**config.mk**
```make
export PLATFORM = sky130hd
export DESIGN_NAME = up_count
export DESIGN_NICKNAME = d
export VERILOG_FILES = /design/src/rtl/up_count.sv
export SDC_FILE = /design/constraint.sdc
export NUM_CORES = 1
export LEC_CHECK = 0
export BUFFER_PORTS_ARGS = -buffer_cell sky130_fd_sc_hd__buf_2
export CORE_AREA = 5 5 42 44
export DETAILED_ROUTE_END_ITERATION = 7
export DIE_AREA = 0 0 47 49
export PLACE_DENSITY_LB_ADDON = 0.08
export RECOVER_POWER = 50
export SKIP_CTS_REPAIR_TIMING = 1
export SYNTH_ARGS = -nofsm -noshare
export SYNTH_HDL_FRONTEND = slang
export SYNTH_SLANG_ARGS = --single-unit
```
**constraint.sdc**
```tcl
create_clock -name clk -period 1.68 [get_ports clk]
set_input_delay 0.336 -clock clk [delete_from_list [all_inputs] [get_ports clk]]
set_output_delay 0.336 -clock clk [all_outputs]
set_load 0.02 [all_outputs]
```
**src/rtl/up_count.sv**
```systemverilog
// Synchronous up counter built from per-bit T flip-flops with an AND-chain carry.
// Supports parallel load, programmable modulus, cascade carry-out and a sticky wrap flag.

module up_count_tff (
   input  logic clk,
   input  logic reset,
   input  logic t,
   input  logic sclr,
   input  logic ld,
   input  logic ld_val,
   output logic q
);
   logic q_q, q_d;

   always_comb begin
      q_d = q_q ^ t;
      if (sclr) q_d = 1'b0;
      if (ld)   q_d = ld_val;
   end

   always_ff @(posedge clk or posedge reset) begin
      if (reset) q_q <= 1'b0;
      else       q_q <= q_d;
   end

   assign q = q_q;
endmodule

module up_count #(
   parameter int WIDTH   = 4,
   parameter int MODULUS = 16
) (
   input  logic             clk,
   input  logic             reset,
   input  logic             en,
   input  logic             load,
   input  logic [WIDTH-1:0] d,
   input  logic             clr_ovf,
   output logic [WIDTH-1:0] q,
   output logic             tc,
   output logic             ovf,
   output logic             load_err
);
   // One extra bit so MODULUS = 2^WIDTH is representable in the compares.
   localparam logic [WIDTH:0] MOD_W = MODULUS[WIDTH:0];
   localparam logic [WIDTH:0] MAX_W = MOD_W - (WIDTH+1)'(1);

   logic [WIDTH-1:0] t;
   logic             at_max, d_ok, wrap;
   logic             ovf_q, ovf_d, load_err_q, load_err_d;

   assign at_max = ({1'b0, q} == MAX_W);
   assign d_ok   = ({1'b0, d} < MOD_W);
   assign wrap   = en & at_max & ~load;
   assign tc     = en & at_max;

   assign t[0] = en;
   genvar gi;
   generate
      for (gi = 1; gi < WIDTH; gi++) begin : g_carry
         assign t[gi] = t[gi-1] & q[gi-1];
      end
      for (gi = 0; gi < WIDTH; gi++) begin : g_bit
         up_count_tff u_tff (
            .clk    (clk),
            .reset  (reset),
            .t      (t[gi]),
            .sclr   (wrap),
            .ld     (load),
            .ld_val (d[gi] & d_ok),
            .q      (q[gi])
         );
      end
   endgenerate

   // A wrap on the same edge as clr_ovf keeps the flag set.
   always_comb begin
      ovf_d = ovf_q;
      if (clr_ovf) ovf_d = 1'b0;
      if (wrap)    ovf_d = 1'b1;
      load_err_d = load & ~d_ok;
   end

   always_ff @(posedge clk or posedge reset) begin
      if (reset) begin
         ovf_q      <= 1'b0;
         load_err_q <= 1'b0;
      end else begin
         ovf_q      <= ovf_d;
         load_err_q <= load_err_d;
      end
   end

   assign ovf      = ovf_q;
   assign load_err = load_err_q;
endmodule

```
# After elaboration in Yosys (flattened, before gate mapping)
# Cells that the tools add are included.
# op_classes
n_eq_ne	1
n_reduce_logical	1
n_bitwise	10
mux	10
# ops
cell	n
$mux 1	10
$and 1x1->1	5
$eq 4x4->1 const B	1
$xor 1x1->1	4
$reduce_bool 2->1	1
$not 1->1	1
# totals
wordCells	27
inputBits	9
ff_bits	5
output_inout_bits	7

# Depth between registers and ports, before layout
# depth
depth_word	6
mapped_depth	6
ltp_nobuf	6

# By module
# Synthesis repeated with hierarchy kept, for this count alone.
# unflattened
hier_cells	33
area_unflattened_um2	316.6
# by_module_without_submodules
mod	area_per_inst_um2	seq_area_each_um2	cells_per_inst	instances
up_count_tff	53.8	25.0	5	4
up_count	101.3	25.0	13	1

# Worst setup path after synthesis
# OpenSTA, ideal clock, no wires.
# synth_timing
kind	reg-to-reg
from	register g_bit[0].u_tff.q_q
to	register g_bit[2].u_tff.q_q
path_stages_with_launch	6
t_arrival_ns	1.270
slack_ns	0.289
n_path_buf	0
synth_period_minus_slack_ns	1.391
cell_sequence	dfrtp_1 > ha_1 > ha_1 > ha_1 > nor2b_1 > a22o_1
# synth_between
elab_chain_cells	5
elab_cells_between_ends	8
cone_classes	eq/ne (1); mux (2); bitwise (5)
# synth_lines
element	line_no	text
start, declared	13	logic q_q, q_d;
start signal, assigned	23	else q_q <= q_d;
$eq 4x4->1 or $and 1x1->1 (tied branches)	52, 61	
$and 1x1->1 (on tied branches)	54, 61	
$and 1x1->1 or $xor 1x1->1 (tied branches)	54, 16	
$mux 1 (*)	17	if (sclr) q_d = 1'b0;
$mux 1 (*)	18	if (ld) q_d = ld_val;
via g_bit[2].u_tff.q_d	13	
end signal, assigned	23	
end, declared	13	
# Mark *: on every way through the listed nets, which the timed path passes. The rest lies on a longest branch.
# A chain may end at the register's enable or synchronous reset.

# Worst setup path in the final report
# layout_timing
from	register g_bit[0].u_tff.q_q
to	output tc
# layout_between
elab_chain_cells	2
# layout_lines
element	line_no	text
$eq 4x4->1	52	assign at_max = ({1'b0, q} == MAX_W);
$and 1x1->1	55	assign tc = en & at_max;
end, declared	40	output logic tc,
# No other way between the ends.

==> results.cfg <==
[outcome]
status = completed

[critical_path]
reg2reg_depth = 6
critical_path_depth = 4
cp_top_family = flip-flops
cp.arrival_ps = 1160
crit_buf_inv = 2
required_ps = 1340
max_stage_delay_ps = 390
slowest_stage = dfrtp_1
crit_type = flop to output pin
path_cells = and3_1 > nand3_4 > inv_1 > buf_2
crit_path_end_kind = output pin
crit_path_max_fanout = 6
start_kind = flop

[synthesis]
yosys.area_share.simple = 0.1595
synthAdderAreaFrac = 0.1167
synth_compound_area_frac = 0.1284
synth.avg_cell_area_um2 = 10.72
syn-cell-area_um2 = 321.6
yosys_warnings = 0
synth_xor_area_frac = 0.02724
synth.area.mux_share = 0
synth_seq_cells = 5
syn-num-nets = 42
syn_inst = 30
synth_top_family_by_area = buffers and inverters
yosys.cell_types.count = 13
ys_seq_area_frac = 0.3891

[power_and_ir_drop]
power_density_mw_per_mm2 = 954.0
ir_drop_v = 0.0003723
p_total_uw = 371.2
leakage_uw = 0.0002115

[sta]
fin_crit_ps = 1494
tns_ps = 0
final_max_slew_viol_count = 0
whs_ps = 1.147
hold_viol = 0
fmaxAchievable_ghz = 0.6692
min_period_over_period = 0.8895
rsz0062_at_grt = no
finalSetupViolations = 0
fin_worst_skew_ps = 1.247

[final_layout]
syn2layout_area_growth_pct = 21.01
antenna_cells = 0
drive_above_1_share = 0.4048
layout.cells.non_filler = 58
nNetsFinal = 55
final_area_um2 = 389.1
fill_cells = 159

[drt]
ant_nets = 0
totalWireLength_um = 666
post-route-drc-count = 0
routedWlPerCell_um = 11.48
avgViaCountPerCell = 4.103
drtIter0Drc = 3
drt-pass1-iter-count = 2
via_count = 238

[floorplanning]
die_w_um = 47
rows = 14
die_y_um = 49
dieArea_mm2 = 0.002303
pin_count = 16
start_util = 0.2295
core-area_mm2 = 0.001401

[clock_network]
cts_tree = built
cts_root_buf = clkbuf_4
ctsHtreeMaxLevel = 1
clockBufferDepth = 2
clk_latency_ps = 240
clk_pin_slew_worst_paths_ps = 40
clock_sinks = 5
cts_buffers = 3

[placed_design]
dpl_cell_area_um2 = 369.1
dp.cells = 54
port_buffers = 14
gp_congestion = 0.6005

[min_path]
hold_path_class = input port to asynchronous set/reset pin

[grt]
grt_use_total = 0.06704
grt_pass1_wl_mm = 1.028
gr-total-overflow = 0
grt_pass1_vias = 251
grt_start_max_net_pins = 10
antenna_found_initial = 0

[flow_run]
maxCapViolations = 0
cell usage in the layout, fill, tap and decap left out, drive strengths merged:
master	Yosys	routed
conb	1	1
xnor2	1	1
a22o	4	4
and3	1	1
buf	5	13
o22ai	1	1
nor2b	3	3
nor2	1	1
inv	3	3
ha	3	3
dfrtp	5	5
nand3	1	1
clkbuf	1	5
worst register-to-register path: stages (launching register included):
cell and delay, ps:
dfrtp_1 390, ha_1 190, ha_1 180, ha_1 190, xnor2_1 170, nor2_1 60
a22o_1 200
layer usage:
metal / vias up / global-route usage / share of wire
met5: - / 0 / 0
met4: 0 / 0.05530 / 0
met3: 0 / 0.02214 / 0.11
met2: 11 / 0.08145 / 0.46
li1: 119 / - / -
met1: 108 / 0.09071 / 0.42
worst paths after layout:
check	endpoint	startpoint	slack [ps]
worst max-delay path	tc	g_bit[0].u_tff.q$_DFF_PP0_	190
worst max register to register	g_bit[3].u_tff.q$_DFF_PP0_	g_bit[0].u_tff.q$_DFF_PP0_	200
worst min-delay path	g_bit[0].u_tff.q$_DFF_PP0_	reset	1
min in group clk	ovf$_DFFE_PP0P_	clr_ovf	290
max in group asynchronous	g_bit[3].u_tff.q$_DFF_PP0_	reset	1490
worst min register to register	ovf$_DFFE_PP0P_	ovf$_DFFE_PP0P_	520
Yosys cell counts:
cell	number	area (um2)
nor2b_1	3	18.77
inv_1	3	11.26
nand3_4	1	17.52
xnor2_1	1	8.760
nor2_1	1	3.750
conb_1	1	3.750
clkbuf_2	1	5.000
and3_4	1	11.26
buf_4	5	37.54
a22o_1	4	35.03
ha_1	3	37.54
dfrtp_1	5	125.1
o22ai_1	1	6.260
logic make-up after synthesis:
logic type / count (synthesis)
buffers and inverters: 9
xor gates and xnor gates: 1
DFF: 5
adders and majority gates: 3
and+or+nand+nor: 6
other: 1
AOI/OAI and AO/OA: 5
state kept, by name, indices dropped and copies added (netlist names):
| signal | count |
|---|---|
| g_bit.u_tff.q | 4 |
| ovf | 1 |
final cells by class:
type | count | area [um2] | share of cell area
Multi-Input combinational cell | 16 | 137.6 | 0.3537
Sequential cell | 5 | 125.1 | 0.3215
Timing Repair Buffer | 14 | 68.82 | 0.1768
Clock buffer | 4 | 26.28 | 0.06752
Tap cell | 16 | 20.02 | 0.05145
Inverter | 3 | 11.26 | 0.02894
per-stage QoR:
stage                 util  worst slack [ps]
global route        0.2777             83.95
floorplan                -             289.0
CTS                 0.2821             172.0
global placement    0.2634             125.5
finish              0.2777             185.6
detailed placement  0.2634             119.2
power breakdown:
group          switching, uW  internal (uW)  leakage (uW)
Sequential              12.0            134     0.0000623
Combinational           47.8           40.5      0.000134
Clock                   47.3           89.7     0.0000150
Total                    107            264      0.000211
(Power assumes the default switching activity.)
